$ cat src/rtl/lupdate.sv
// lupdate: beacon-update receiver; consumes local update messages and forwards all other packets with a 3-cycle delay
module lupdate #(
    parameter logic [7:0]  LMID      = 8'd12,
    parameter logic [15:0] ETHERTYPE = 16'h88f7,
    parameter logic [3:0]  UPD_TYPE  = 4'hd
) (
    input  logic         clk,
    input  logic         rst,
    input  logic         in_lu_data_wr,
    input  logic [133:0] in_lu_data,
    input  logic         in_lu_data_valid,
    input  logic         in_lu_data_valid_wr,
    input  logic [47:0]  in_local_mac_id,
    output logic         out_lu_data_wr,
    output logic [133:0] out_lu_data,
    output logic         out_lu_data_valid,
    output logic         out_lu_data_valid_wr,
    output logic [47:0]  direct_mac_addr,
    output logic         direction,
    output logic [31:0]  token_bucket_para,
    output logic [31:0]  time_slot_period,
    output logic         beacon_update_master,
    output logic [15:0]  update_cnt,
    output logic [15:0]  err_cnt
);
    typedef enum logic [1:0] {S_IDLE, S_HDR, S_FWD, S_CONS} state_t;

    state_t        r_state, w_nstate;
    logic [2:0]    r_k, w_nk;
    logic          r_orphan, w_norphan;
    logic          w_head, w_tail, w_upd;
    logic          w_pend, w_drop, w_resolve, w_res_drop;
    logic          w_err, w_apply, w_cap;
    logic [133:0]  w_din;

    logic [2:0]    r_wr, r_vld, r_vwr, r_drop;
    logic [1:0]    r_pend;
    logic [133:0]  r_dat [3];

    logic [47:0]   r_dmac, r_sdmac, w_fdmac;
    logic          r_dir, r_sdir, w_fdir;
    logic [31:0]   r_tb, r_stb, w_ftb;
    logic [31:0]   r_ts, r_sts, w_fts;
    logic          r_bm;
    logic [15:0]   r_ucnt, r_ecnt;

    assign w_head = in_lu_data[133:132] == 2'b01;
    assign w_tail = in_lu_data[133:132] == 2'b10;
    assign w_upd  = (in_lu_data[127:80] == in_local_mac_id) &&
                    (in_lu_data[31:16] == ETHERTYPE) &&
                    (in_lu_data[11:8] == UPD_TYPE);

    // word 6 fields, bypassed when word 6 is the tail being applied this cycle
    assign w_fdmac = w_cap ? in_lu_data[127:80] : r_sdmac;
    assign w_fdir  = w_cap ? in_lu_data[79]     : r_sdir;
    assign w_ftb   = w_cap ? in_lu_data[63:32]  : r_stb;
    assign w_fts   = w_cap ? in_lu_data[31:0]   : r_sts;

    // head words get the LMID stamp on entry to the delay line
    always_comb begin
        w_din = in_lu_data;
        if (in_lu_data_wr && w_head) w_din[87:80] = LMID;
    end

    // parser state register
    always_ff @(posedge clk or posedge rst) begin
        if (rst) begin
            r_state  <= S_IDLE;
            r_k      <= 3'd0;
            r_orphan <= 1'b0;
        end else begin
            r_state  <= w_nstate;
            r_k      <= w_nk;
            r_orphan <= w_norphan;
        end
    end

    // next state, per-word drop/pending tags, counter events
    always_comb begin
        w_nstate   = r_state;
        w_nk       = r_k;
        w_norphan  = r_orphan;
        w_pend     = 1'b0;
        w_drop     = 1'b0;
        w_resolve  = 1'b0;
        w_res_drop = 1'b0;
        w_err      = 1'b0;
        w_apply    = 1'b0;
        w_cap      = 1'b0;
        if (in_lu_data_wr && w_head) begin
            w_nstate  = S_HDR;
            w_nk      = 3'd1;
            w_pend    = 1'b1;
            w_norphan = 1'b0;
            w_err     = r_state != S_IDLE;
            w_resolve = r_state == S_HDR;
        end else begin
            case (r_state)
                S_IDLE: begin
                    w_norphan = in_lu_data_wr;
                    w_drop    = in_lu_data_wr;
                    w_err     = in_lu_data_wr && !r_orphan;
                end
                S_HDR: begin
                    w_resolve  = !(in_lu_data_wr && !w_tail && r_k == 3'd1);
                    w_res_drop = in_lu_data_wr && r_k == 3'd2 && w_upd;
                    if (!in_lu_data_wr) begin
                        w_err    = 1'b1;
                        w_nstate = S_IDLE;
                    end else if (r_k == 3'd1) begin
                        w_nstate = w_tail ? S_IDLE : S_HDR;
                        w_pend   = !w_tail;
                        w_nk     = 3'd2;
                    end else begin
                        w_drop   = w_upd;
                        w_nk     = 3'd3;
                        w_err    = w_tail && w_upd;
                        w_nstate = w_tail ? S_IDLE : (w_upd ? S_CONS : S_FWD);
                    end
                end
                S_FWD: begin
                    w_err    = !in_lu_data_wr;
                    w_nstate = (!in_lu_data_wr || w_tail) ? S_IDLE : S_FWD;
                end
                default: begin
                    w_drop = 1'b1;
                    if (!in_lu_data_wr) begin
                        w_err    = 1'b1;
                        w_nstate = S_IDLE;
                    end else begin
                        w_cap = r_k == 3'd6;
                        w_nk  = (r_k == 3'd7) ? 3'd7 : r_k + 3'd1;
                        if (w_tail) begin
                            w_nstate = S_IDLE;
                            w_apply  = r_k >= 3'd6 && in_lu_data_valid && in_lu_data_valid_wr;
                            w_err    = !w_apply;
                        end
                    end
                end
            endcase
        end
    end

    // 3-stage delay line; pending words take the packet decision when it is made
    always_ff @(posedge clk or posedge rst) begin
        if (rst) begin
            r_wr     <= 3'd0;
            r_vld    <= 3'd0;
            r_vwr    <= 3'd0;
            r_drop   <= 3'd0;
            r_pend   <= 2'd0;
            r_dat[0] <= '0;
            r_dat[1] <= '0;
            r_dat[2] <= '0;
        end else begin
            r_wr     <= {r_wr[1:0], in_lu_data_wr};
            r_vld    <= {r_vld[1:0], in_lu_data_valid};
            r_vwr    <= {r_vwr[1:0], in_lu_data_valid_wr};
            r_pend   <= {r_pend[0] & ~w_resolve, w_pend};
            r_drop   <= {(r_pend[1] & w_resolve) ? w_res_drop : r_drop[1],
                         (r_pend[0] & w_resolve) ? w_res_drop : r_drop[0],
                         w_drop};
            r_dat[0] <= w_din;
            r_dat[1] <= r_dat[0];
            r_dat[2] <= r_dat[1];
        end
    end

    // shadow capture, config apply and event counters
    always_ff @(posedge clk or posedge rst) begin
        if (rst) begin
            r_sdmac <= 48'd0;
            r_sdir  <= 1'b0;
            r_stb   <= 32'd0;
            r_sts   <= 32'd0;
            r_dmac  <= 48'd0;
            r_dir   <= 1'b0;
            r_tb    <= 32'd0;
            r_ts    <= 32'd0;
            r_bm    <= 1'b0;
            r_ucnt  <= 16'd0;
            r_ecnt  <= 16'd0;
        end else begin
            if (w_cap) begin
                r_sdmac <= w_fdmac;
                r_sdir  <= w_fdir;
                r_stb   <= w_ftb;
                r_sts   <= w_fts;
            end
            if (w_apply) begin
                r_dmac <= w_fdmac;
                r_dir  <= w_fdir;
                r_tb   <= w_ftb;
                r_ts   <= w_fts;
                r_bm   <= ~r_bm;
                r_ucnt <= r_ucnt + 16'd1;
            end
            if (w_err) r_ecnt <= r_ecnt + 16'd1;
        end
    end

    assign out_lu_data_wr       = r_wr[2] & ~r_drop[2];
    assign out_lu_data          = r_dat[2];
    assign out_lu_data_valid    = r_vld[2];
    assign out_lu_data_valid_wr = r_vwr[2] & ~r_drop[2];
    assign direct_mac_addr      = r_dmac;
    assign direction            = r_dir;
    assign token_bucket_para    = r_tb;
    assign time_slot_period     = r_ts;
    assign beacon_update_master = r_bm;
    assign update_cnt           = r_ucnt;
    assign err_cnt              = r_ecnt;
endmodule

$ cat config.mk
export PLATFORM = sky130hd
export DESIGN_NAME = lupdate
export DESIGN_NICKNAME = d
export VERILOG_FILES = /design/src/rtl/lupdate.sv
export SDC_FILE = /design/constraint.sdc
export NUM_CORES = 1
export LEC_CHECK = 0
export ABC_CLOCK_PERIOD_IN_PS = 79400
export CAP_MARGIN = 40
export CORE_MARGIN = 2
export CORE_UTILIZATION = 30
export DETAILED_ROUTE_END_ITERATION = 10
export PLACE_DENSITY_LB_ADDON = 0.2
export SLEW_MARGIN = 20
export SYNTH_ARGS = -nofsm -noshare
export SYNTH_HDL_FRONTEND = slang
export SYNTH_SLANG_ARGS = --single-unit
$ cat constraint.sdc
create_clock -name clk -period 79.4 [get_ports clk]
set_clock_uncertainty 0.05 [all_clocks]
set_input_delay 19.85 -clock clk [delete_from_list [all_inputs] [get_ports clk]]
set_output_delay 19.85 -clock clk [all_outputs]
set_load 0.01 [all_outputs]
* After elaboration in Yosys (flattened, before gate mapping) *
Index checks and enable logic that the tools add are counted.

word-level totals
  input bits = 187
  output and inout port bits = 283
  bits in latches = 0
  memory bits (read-only) = 0
  memories kept = 0
  register bits = 681
  logic and storage cells = 123
  bits in writable memories = 0

cells by class
  divide/modulo/power cells = 0
  muxes and demuxes = 50
  equal/unequal tests = 14
  bitwise logic cells = 8
  multipliers = 0
  reductions and logical operators = 25
  $add $sub $neg = 3
  $lt $le $gt $ge = 1
  shift-type cells = 0

operators by type and width
  cell                                                                   count
  32-bit 2-to-1 mux                                                      2
  48-bit equality test                                                   1
  48-bit 2-to-1 mux                                                      1
  16-bit by 1-bit adder with 16-bit output, second input constant        2
  1-bit 2-to-1 mux                                                       31
  16-bit equality test, second input constant                            1
  2-bit 2-to-1 mux                                                       7
  3-bit 2-to-1 mux                                                       4
  1-bit logical AND                                                      11
  8-bit 2-to-1 mux                                                       1
  3-bit equality test, second input constant                             2
  1-bit case mux with 3 select lines                                     2
  2-bit case mux with 3 select lines                                     1
  3-bit case mux with 2 select lines                                     1
  2-bit nonzero test                                                     3
  1-bit AND                                                              5
  1-bit zero test                                                        5
  5-bit by 1-bit != test with 1-bit output, second input constant        1
  2-bit by 1-bit equality test with 1-bit output, second input constant  2
  2-bit equality test, second input constant                             2
  4-bit equality test, second input constant                             1
  2-bit AND reduction                                                    2
  3-bit by 1-bit adder with 3-bit output, second input constant          1
  3-bit by 1-bit equality test with 1-bit output, second input constant  1
  other kinds (9)                                                        11

* Longest topological paths before layout *
Gate-level depths: netlist of run 1.

  depth in word-level cells = 9
  gate-level depth with buffers = 10
  gate-level depth less buffers = 8

* Least setup slack after synthesis of run 1 *
Ideal clock, no wire load.

  kind = input to register
  from = input in_lu_data[133]
  to = register r_dmac[0] (netlist: direct_mac_addr[0])
  library setup time = 0.125 ns
  arrival time = 21.318 ns
  path slack = 57.907 ns
  stages = 7
  path buffers = 2
  required time = 79.225 ns
  path through = nand2b_1 -> nand3_1 -> nor2_1 -> buf_2 -> buf_2 -> mux2_1 -> mux2_2

between the ends
  word-level cells in the longest chain between the ends = 5
  elaborated cells between the ends (all ways) = 9
  classes of those cells = eq/ne (2); mux (6); reduce/logical (1)

ends and longest elaborated chain
  element               line  RTL
  start, declared       10    input logic [133:0] in_lu_data,
  2-bit equality test   48    assign w_tail = in_lu_data[133:132] == 2'b10;
  1-bit 2-to-1 mux      133   if (w_tail) begin
  1-bit 2-to-1 mux      127   if (!in_lu_data_wr) begin
  1-bit 2-to-1 mux      98    case (r_state)
  1-bit 2-to-1 mux      90    if (in_lu_data_wr && w_head) begin
  end signal, assigned  191   r_dmac <= w_fdmac;
  end, declared         40    logic [47:0] r_dmac, r_sdmac, w_fdmac;

Several ways; a longest one is shown, not always the timed one.
A chain may end at the register's enable or synchronous reset.

==> impl_results.md, run 1 <==
* Status: finished clean
* Gr usage total at 0.1384
* Worst path max stage delay at 0.56 ns
* CTS Buffer Depth at 3
* Slowest-stage cell, CP: buf_4
* # setup viols final at 0
* Max H-tree Level at 3
* Clock transition at path regs at 0.05 ns
* Hold violation count in the final report at 0
* Share of layout cells above drive strength 1 at 0.1519
* Commonest non-fill, non-tap cell in the layout: dfrtp_1
* WP buf/inv at 8
* Cell variety after synth at 45
* Area grow syn2layout at 34.65%
* PostCTS Resize Cnt at 0
* First-pass GRT wire length at 80410 µm
* Total grt overflow at 0
* Worst hold start: r_dat[357]$_DFF_PP0_
* Crit path time final at 22.69 ns
* Crit path max fanout at 154
* Vias/cell at 4.104
* HP Class: reg2reg
* Hold EP: r_dat[223]$_DFF_PP0_
* Synthesized instance count at 1324
* Largest net degree at the start of global routing at 155
* Comb pwr share at 0.071
* Placeable core area at 74450 µm²
* CP arrival at 23.43 ns
* Die area at 77470 µm²
* Fin util at 0.4084
* Row cnt at 100
* Setup crit end kind: asynchronous set/reset pin
* Worst slew margin at 0.4243
* Fill count at 6780
* Cell taking the most area after synthesis: dfrtp_1
* # hold bufs at CTS at 0
* Number of global-route vias before repair at 12500
* Cts bufs inserted at 76
* Synth Net Count at 1520
* Fmax at 44.06 MHz
* Yosys top cell area share at 0.7548
* Hold path cells at 0
* Initial antenna violation count at 11
* Die W at 278.3 µm
* TritonCTS clock tree: yes
* CTS Root Cell: clkbuf_16
* 1st-iter DRT viols at 362
* Vias at 11370
* Yosys warns at 0
* Sw Share at 0.2274
* CTS Sinks at 681
* Nets@finish at 1927
* #FFs+latches synth at 681
* WL per Instance at 19.17 µm
* Final TNS setup at 0 ns
* DR pass1 iterations at 5
* NetSw at 0.1788 mW
* Worst-Skew Late Latency at 0.61 ns
* Int Power at 0.6075 mW
* Chip Height at 278.3 µm
* WL final at 53100 µm
* Starting density of the core at 0.3033
* Worst endpoint required time at 80.14 ns
* Most frequent cells in the layout: 681 x dfrtp_1, 469 x clkdlybuf4s50_1, 115 x mux2_1, 113 x mux2_2, 76 x clkbuf_16
* PwrDens at 25.87 nW/µm²
* Sequential share of the synthesized area at 0.7548
* Gpl congestion at 0.7734
* CP top delay family: buffers and inverters
* Multi-input gate area at 4353 µm²
* IO Pins at 470
* Clock power share at 0.460
* Worst r2r path cells at 7
* Fin crit share at 0.2858
* Worst ir drop on vdd at 0.01327 mV
* Crit-path cells: clkdlybuf4s50_1, inv_8, buf_16, buf_4, buf_16, buf_12, buf_4, buf_12
* Slew @ Worst Pin at 0.8557 ns
* DRC Markers at 0
* Crit path kind: in2async
* Fin. max-slew vios at 0
* P_leak at 13.86 nW
* R2r startpoint: r_state[0]$_DFFE_PP0P_
* Post-CTS Setup Inserts at 0
* Max-cap violations at 0
* Synth area leaders: dfrtp_1 75%, mux2_1 5.7%, mux2_2 5.6%
* Detailed placement HPWL at 37410 µm
* Seq pwr share at 0.470
* Mean area per synthesized cell at 17.05 µm²
* PortBufs at 469
* Unrepaired setup endpoints after global routing: false
* Number of nets with antenna violations after routing at 0
* Storage cell area at 17040 µm²
* R2R setup slack at 76.64 ns
* Startpoint types: input port
* Crit Reg-Reg Endpoint: time_slot_period[9]$_DFFE_PP0P_
* Post-synthesis cell area at 22580 µm²
cells in the mapped netlist, drive strengths merged:
master	number
mux2i	1
o2111ai	6
xnor2	26
clkbuf	11
nand4b	1
nand3b	3
and4b	2
nor2b	6
and3b	1
nor4bb	1
nor4	16
nand3	12
a32o	1
a21oi	4
a211oi	2
ha	9
dfrtp	681
xor2	53
and3	9
o211ai	9
a32oi	1
nand2b	6
or4	2
and4	3
nand4bb	1
and2	10
maj3	1
nor3	6
nand2	16
nand4	8
inv	13
mux2	228
nor2	13
o21ai	7
o21a	1
buf	154
how the worst max path moves through the flow:
| stage | startpoint | endpoint | slack, ns | cells after the start |
|---|---|---|---|---|
| 2_1_floorplan | rst | beacon_update_master$_DFFE_PP0P_ | 40.41 | 1 |
| 6_report | rst | r_sdmac[20]$_DFFE_PP0P_ | 56.71 | 8 |
| 4_1_cts | rst | r_dat[338]$_DFF_PP0_ | 56.51 | 8 |
| 3_5_place_dp | rst | out_lu_data[69]$_DFF_PP0_ | 55.86 | 8 |
| 5_1_grt | rst | r_dat[338]$_DFF_PP0_ | 56.15 | 8 |
| 3_3_place_gp | rst | out_lu_data[83]$_DFF_PP0_ | 55.46 | 5 |
flip-flops by register name, summed over array words and instances (netlist names), 2 cells and up:
name / cells
r_k: 3
time_slot_period: 32
r_state: 2
r_wr: 3
r_stb: 32
r_dat: 268
r_vwr: 3
direct_mac_addr: 48
err_cnt: 16
token_bucket_para: 32
r_vld: 3
r_sdmac: 48
update_cnt: 16
out_lu_data: 134
r_pend: 2
r_sts: 32
r_drop: 3
routing by layer:
layer | vias up | global-route usage | share of wire
met3 | 109 | 0.04760 | 0.071
met1 | 5812 | 0.1668 | 0.40
met2 | 289 | 0.2278 | 0.49
li1 | 5149 | - | -
met5 | - | 0 | 0.00066
met4 | 8 | 0.05489 | 0.031
cell type report:
class	instances	area share
flip-flops and latches	681	0.5606
inverters	13	0.001852
diodes	10	0.0008231
well taps	969	0.03988
repair buffers	494	0.1675
clock buffers	106	0.07087
multi-input cells	465	0.1432
clock inverters	32	0.01535
cell families (layout without fill, tap and decap cells):
group,Yosys count,after routing,synth area share
AOI/OAI and AO/OA,31,31,0.009587
xor gates and xnor gates,79,79,0.03065
adders and majority gates,10,10,0.005431
buffers and inverters,178,645,0.05287
DFF,681,681,0.7548
muxes,229,229,0.1142
other,0,10,0
and+or+nand+nor,116,116,0.03253
stage by stage:
| step | hold WS, ns | instances | setup slack, ns | cell area, µm² | power (mW) |
|---|---|---|---|---|---|
| floorplan | 0.2812 | 1324 | 40.41 | 22580 | 0.4042 |
| global route | 0.2926 | 2766 | 56.15 | 30390 | 0.8227 |
| CTS | 0.2751 | 2757 | 56.51 | 30350 | 0.8020 |
| global placement | 0.2812 | 2608 | 55.46 | 27450 | 0.4297 |
| detailed placement | 0.2847 | 2619 | 55.86 | 27720 | 0.4326 |
| finish | 0.2776 | 2770 | 56.71 | 30400 | 0.7863 |
power by group through the flow:
stage / Clock [mW] / Sequential [mW] / Combinational, mW
6_report: 0.361 / 0.369 / 0.0555
5_1_grt: 0.390 / 0.371 / 0.0612
4_1_cts: 0.375 / 0.370 / 0.0570
3_5_place_dp: 0 / 0.376 / 0.0567
3_3_place_gp: 0 / 0.375 / 0.0545
2_1_floorplan: 0 / 0.375 / 0.0290
worst register-to-register path, stage by stage, from the launching register on:
cell,delay (ns)
dfrtp_1,0.40
ha_1,0.33
nand2_1,0.14
nor2_4,0.31
buf_4,0.39
buf_16,0.30
mux2_1,0.44
mux2_2,0.29
No activity file was read; power rests on OpenSTA's default activity.
==> run 2: changes to the inputs <==
ABC_CLOCK_PERIOD_IN_PS = 19200   (was 79400)
clock period = 19.2 ns   (was 79.4 ns; I/O delays follow)
==> run 2 against run 1 <==
Net effect:
- sequential cell count unchanged
- non-clock buffer count decreased by 3
- setup slack worse by 45 ns
- core utilization decreased by 0.21 points
- die area unchanged
- total power grew to 4.1 times the previous value
- global-route usage decreased by 0.29 points
- critical path depth is the same
- highest routed layer unchanged
==> impl_results.md, run 2 (synthesis results as in run 1) <==
* Worst ir drop on vdd at 0.05596 mV (+320%)
* Die area at 77470 µm² (unchanged)
* Total grt overflow at 0 (unchanged)
* Startpoint types: input port
* PostCTS Resize Cnt at 0 (unchanged)
* DR pass1 iterations at 5 (unchanged)
* Cts bufs inserted at 76 (unchanged)
* Max reg flops at 268 (unchanged)
* Row cnt at 100 (unchanged)
* Chip Height at 278.3 µm (unchanged)
* PortBufs at 469 (unchanged)
* Max layer used: met5
* Final TNS setup at 0 ns (unchanged)
* CTS Root Cell: clkbuf_16
* Slowest-stage cell, CP: nor4_1
* Number of global-route vias before repair at 12440 (-0.46%)
* Max-cap violations at 0 (unchanged)
* Hold_ws at 0.2850 ns (+0.007464 ns)
* Pre-CTS WS at 10.77 ns (-45.08 ns)
* First-pass GRT wire length at 79340 µm (-1.3%)
* WP buf/inv at 2 (-6)
* Placeable core area at 74450 µm² (unchanged)
* CP arrival at 7.68 ns (-15.75 ns)
* Most frequent cells in the layout: 681 x dfrtp_1, 469 x clkdlybuf4s50_1, 115 x mux2_1, 113 x mux2_2, 77 x clkbuf_16
* Crit path max fanout at 15 (-90%)
* Status: finished clean
* Crit path time final at 7.257 ns
* Largest Register: r_dat
* Commonest non-fill, non-tap cell in the layout: dfrtp_1
* Number of nets with antenna violations after routing at 0 (unchanged)
* CTS Buffer Depth at 3 (unchanged)
* Crit-path cells: clkdlybuf4s50_1, nand4bb_1, nor4_1, nand4_1, nor4_4, clkbuf_8, o21ai_1, mux2_1
* Fin util at 0.4062 (-0.002135)
* Vias/cell at 4.137 (+0.82%)
* Clock transition at path regs at 0.05 ns (about the same)
* WL final at 52130 µm (-1.8%)
* Post-CTS Setup Inserts at 0 (unchanged)
* Worst path max stage delay at 0.65 ns (+0.09 ns)
* Vias at 11390 (+0.24%)
* Length of routed met3 wiring at 3741 µm (-0.85%)
* Worst endpoint required time at 19.62 ns (-60.52 ns)
* Die W at 278.3 µm (unchanged)
* Share of layout cells above drive strength 1 at 0.1481 (-0.003722)
* HP Class: reg2reg
* Hold violation count in the final report at 0 (unchanged)
* Initial antenna violation count at 4 (-7)
* WL per Instance at 18.93 µm (-1.3%)
* DRC Markers at 0 (unchanged)
* Fill count at 6746 (-0.50%)
* Fin crit share at 0.3780
* Nets@finish at 1924 (-0.16%)
* Starting density of the core at 0.3033 (unchanged)
* P_leak at 13.81 nW (-0.35%)
* Worst setup margin at 11.94 ns (-44.76 ns)
* # setup viols final at 0 (unchanged)
* Worst-Skew Late Latency at 0.60 ns (about the same)
* Slew @ Worst Pin at 0.9169 ns (+0.06119 ns)
* Crit path kind: in2reg
* Worst slew margin at 0.3887 (-0.03553)
* Detailed placement HPWL at 36190 µm (-3.2%)
* Unrepaired setup endpoints after global routing: false
* # hold bufs at CTS at 0 (unchanged)
* Gpl congestion at 0.7557 (-2.3%)
* M1 WL at 21090 µm (-1.6%)
* Setup crit end kind: flop
* CP top delay family: simple AND/OR/NAND/NOR gates
* 1st-iter DRT viols at 490 (+35%)
* IO Pins at 470 (unchanged)
* Max H-tree Level at 3 (unchanged)
* Area grow syn2layout at 33.94%
* Met2 wire len at 25640 µm (-2.1%)
* CTS Sinks at 681 (unchanged)
* Gr usage total at 0.1355 (-0.002914)
* Fin. max-slew vios at 0 (unchanged)
* TritonCTS clock tree: yes
* PwrDens at 106.3 nW/µm² (+310%)
* Largest net degree at the start of global routing at 172 (+11%)
* Fmax at 137.8 MHz
* Power Total at 3.214 mW (+310%)
==> run 2: cell count changes in the layout (fill, tap and decap cells not counted), moves of 2 or more <==
cell / delta
clkinv_8: -2
inv_6: -3
diode_2: -7
clkinv_2: +4
clkinv_4: -3
==> run 2: layer usage <==
metal,up-vias,GRT usage
li1,5127,-
met3,103,0.04491
met1,5844,0.1678
met2,314,0.2196
met5,-,0
met4,6,0.05253
==> run 2: metrics by stage <==
step | instances | cell area [µm²]
finish | 2754 | 30240
CTS | 2747 | 30140
floorplan | 1324 | 22580
detailed placement | 2615 | 27600
global placement | 2609 | 27470
global route | 2752 | 30240
==> run 2: area by class of cell <==
class / instances / area, µm² / area share
antenna: 3 / 7.507 / 0.0002482
clock buffer: 106 / 2176 / 0.07195
clock inverter: 26 / 357.8 / 0.01183
inverter: 13 / 52.55 / 0.001738
multi-input combinational: 465 / 4353 / 0.1439
sequential: 681 / 17040 / 0.5635
tap: 969 / 1212 / 0.04009
timing repair buffer: 491 / 5041 / 0.1667
==> run 2: worst register-to-register path: cells and delay by family (launching register included) <==
| kind | cells | cell delay (ns) |
|---|---|---|
| simple gates | 2 | 0.62 |
| fa+ha+maj | 1 | 0.36 |
| mux | 2 | 0.69 |
| buf+inv | 2 | 0.59 |
| flops | 1 | 0.40 |
==> run 2: path summary, 6_finish.rpt <==
kind	from	to	slack [ns]	cells after the start
worst max register to register	r_state[0]$_DFFE_PP0P_	token_bucket_para[15]$_DFFE_PP0P_	16.36	7
worst min-delay path	r_dat[372]$_DFF_PP0_	r_dat[238]$_DFF_PP0_	0.29	0
worst min register to register	r_dat[372]$_DFF_PP0_	r_dat[238]$_DFF_PP0_	0.29	0
worst max-delay path	in_lu_data[29]	err_cnt[1]$_DFFE_PP0P_	11.94	8
min in group asynchronous	rst	direct_mac_addr[0]$_DFFE_PP0P_	4.52	2
max in group asynchronous	rst	out_lu_data[109]$_DFF_PP0_	12.48	6
==> run 2: where the power goes <==
part	total [mW]	leakage, nW	internal [mW]	switching (mW)
clock network	1.46	1.25	0.887	0.571
logic	0.229	4.04	0.112	0.116
registers	1.53	8.51	1.50	0.0280
==> run 3: changes to the inputs <==
ABC_CLOCK_PERIOD_IN_PS = 7500   (was 19200)
clock period = 7.5 ns   (was 19.2 ns; I/O delays follow)
==> run 3 against run 2 <==
Net effect:
- register-to-register slack lost 12 ns
- global-route usage grew 0.096 points
- critical path depth shrank 3
- combinational power grew to 2.6 times the previous value
- final cell count grew 0.11%
- critical endpoint is now direct_mac_addr[13]$_DFFE_PP0P_
- largest cell class unchanged
==> impl_results.md, run 3 (synthesis results as in run 1) <==
* Crit path max fanout at 74 (+59)
* Fill count at 6737 (-0.13%)
* WL final at 52610 µm (+0.92%)
* Max-cap violations at 0 (unchanged)
* Crit path kind: in2reg
* First-pass GRT wire length at 79640 µm (+0.37%)
* Max reg flops at 268 (unchanged)
* Gr usage total at 0.1365 (+0.0009560)
* Unrepaired setup endpoints after global routing: false
* Vias/cell at 4.157 (+0.47%)
* Number of nets with antenna violations after routing at 0 (unchanged)
* Share of layout cells above drive strength 1 at 0.1524 (+0.004233)
* Total grt overflow at 0 (unchanged)
* Fmax at 235.1 MHz
* Commonest non-fill, non-tap cell in the layout: dfrtp_1
* PostCTS Resize Cnt at 0 (unchanged)
* Nets@finish at 1921 (-0.16%)
* Slew @ Worst Pin at 0.9011 ns (-0.01580 ns)
* Status: finished clean
* TritonCTS clock tree: yes
* R2R setup slack at 4.61 ns (-11.75 ns)
* WL per Instance at 19.08 µm (+0.81%)
* CTS Buffer Depth at 3 (unchanged)
* Worst-Skew Late Latency at 0.60 ns (about the same)
* # hold bufs at CTS at 0 (unchanged)
* Number of global-route vias before repair at 12430 (-0.048%)
* Crit-path cells: clkdlybuf4s50_1, and4b_1, and2_4, buf_12, mux2_2
* P_leak at 13.81 nW (about the same)
* # setup viols final at 0 (unchanged)
* Fin util at 0.4067 (+0.0004370)
* CTS Sinks at 681 (unchanged)
* IO Pins at 470 (unchanged)
* 1st-iter DRT viols at 549 (+12%)
* Slowest-stage cell, CP: clkdlybuf4s50_1
* Area grow syn2layout at 34.09%
* CP top delay family: buffers and inverters
* PwrDens at 275.6 nW/µm² (+160%)
* CTS Root Cell: clkbuf_16
* Vias at 11460 (+0.58%)
* Largest Register: r_dat
* Setup crit end kind: flop
* Worst endpoint required time at 7.93 ns (-11.69 ns)
* Post-CTS Setup Inserts at 0 (unchanged)
* DR pass1 iterations at 4 (-1)
* Startpoint types: input port
* Max H-tree Level at 3 (unchanged)
* Hold violation count in the final report at 0 (unchanged)
* Hold_ws at 0.2760 ns (-0.009079 ns)
* Row cnt at 100 (unchanged)
* Chip Height at 278.3 µm (unchanged)
* HP Class: reg2reg
* Crit path time final at 4.254 ns
* Most frequent cells in the layout: 681 x dfrtp_1, 469 x clkdlybuf4s50_1, 115 x mux2_1, 113 x mux2_2, 76 x clkbuf_16
* Worst path max stage delay at 0.78 ns (+0.13 ns)
* Die area at 77470 µm² (unchanged)
* Initial antenna violation count at 4 (unchanged)
* Fin. max-slew vios at 0 (unchanged)
* Fin crit share at 0.5672
* Cts bufs inserted at 76 (unchanged)
* Worst slew margin at 0.3993 (+0.01053)
* Worst ir drop on vdd at 0.1577 mV (+180%)
* Detailed placement HPWL at 36330 µm (+0.39%)
* CP arrival at 4.68 ns (-3.00 ns)
* Die W at 278.3 µm (unchanged)
* DRC Markers at 0 (unchanged)
* Clock transition at path regs at 0.06 ns (about the same)
* Starting density of the core at 0.3033 (unchanged)
* PortBufs at 469 (unchanged)
* Placeable core area at 74450 µm² (unchanged)
* Gpl congestion at 0.7629 (+0.95%)
* Largest net degree at the start of global routing at 191 (+11%)
* WP buf/inv at 2 (unchanged)
-- run 3: final timing paths --
path / from / end / depth (start not counted)
setup reg to reg: r_state[0]$_DFFE_PP0P_ / direct_mac_addr[13]$_DFFE_PP0P_ / 5
max in group asynchronous: rst / r_dat[266]$_DFF_PP0_ / 4
hold / removal: r_dat[370]$_DFF_PP0_ / r_dat[236]$_DFF_PP0_ / 0
min in group asynchronous: rst / r_dat[193]$_DFF_PP0_ / 2
hold reg to reg: r_dat[370]$_DFF_PP0_ / r_dat[236]$_DFF_PP0_ / 0
setup / recovery: in_lu_data_wr / direct_mac_addr[13]$_DFFE_PP0P_ / 5
-- run 3: report_power, final --
group	switching, mW	internal, mW	leakage, nW	total [mW]
clock network	1.49	2.36	1.29	3.85
logic	0.299	0.285	4.01	0.584
registers	0.0727	3.84	8.51	3.91
total	1.86	6.48	13.8	8.34
-- run 3: stage by stage --
step | TNS (ns) | setup WS [ns] | instance area [µm²] | power, mW | instances
floorplan | -2547.77 | -3.741 | 22580 | 4.281 | 1324
finish | 0 | 3.246 | 30270 | 8.343 | 2757
global placement | 0 | 1.978 | 27510 | 4.554 | 2609
CTS | 0 | 2.911 | 30200 | 8.499 | 2750
global route | 0 | 3.084 | 30270 | 8.722 | 2757
detailed placement | 0 | 2.277 | 27570 | 4.575 | 2612
-- run 3: layout make-up --
| type | count | area, µm² | share of cell area |
|---|---|---|---|
| clock inverter | 33 | 447.9 | 0.01480 |
| sequential | 681 | 17040 | 0.5629 |
| tap | 969 | 1212 | 0.04005 |
| clock buffer | 105 | 2181 | 0.07204 |
| timing repair buffer | 488 | 4966 | 0.1640 |
| multi-input combinational | 465 | 4365 | 0.1442 |
| inverter | 13 | 52.55 | 0.001736 |
| antenna | 3 | 7.507 | 0.0002480 |
-- run 3: layer usage --
metal,share of wire,vias up,track usage
met2,0.49,307,0.2240
met4,0.022,2,0.04449
met5,0.00013,-,0
li1,-,5131,-
met3,0.082,79,0.05272
met1,0.40,5941,0.1649
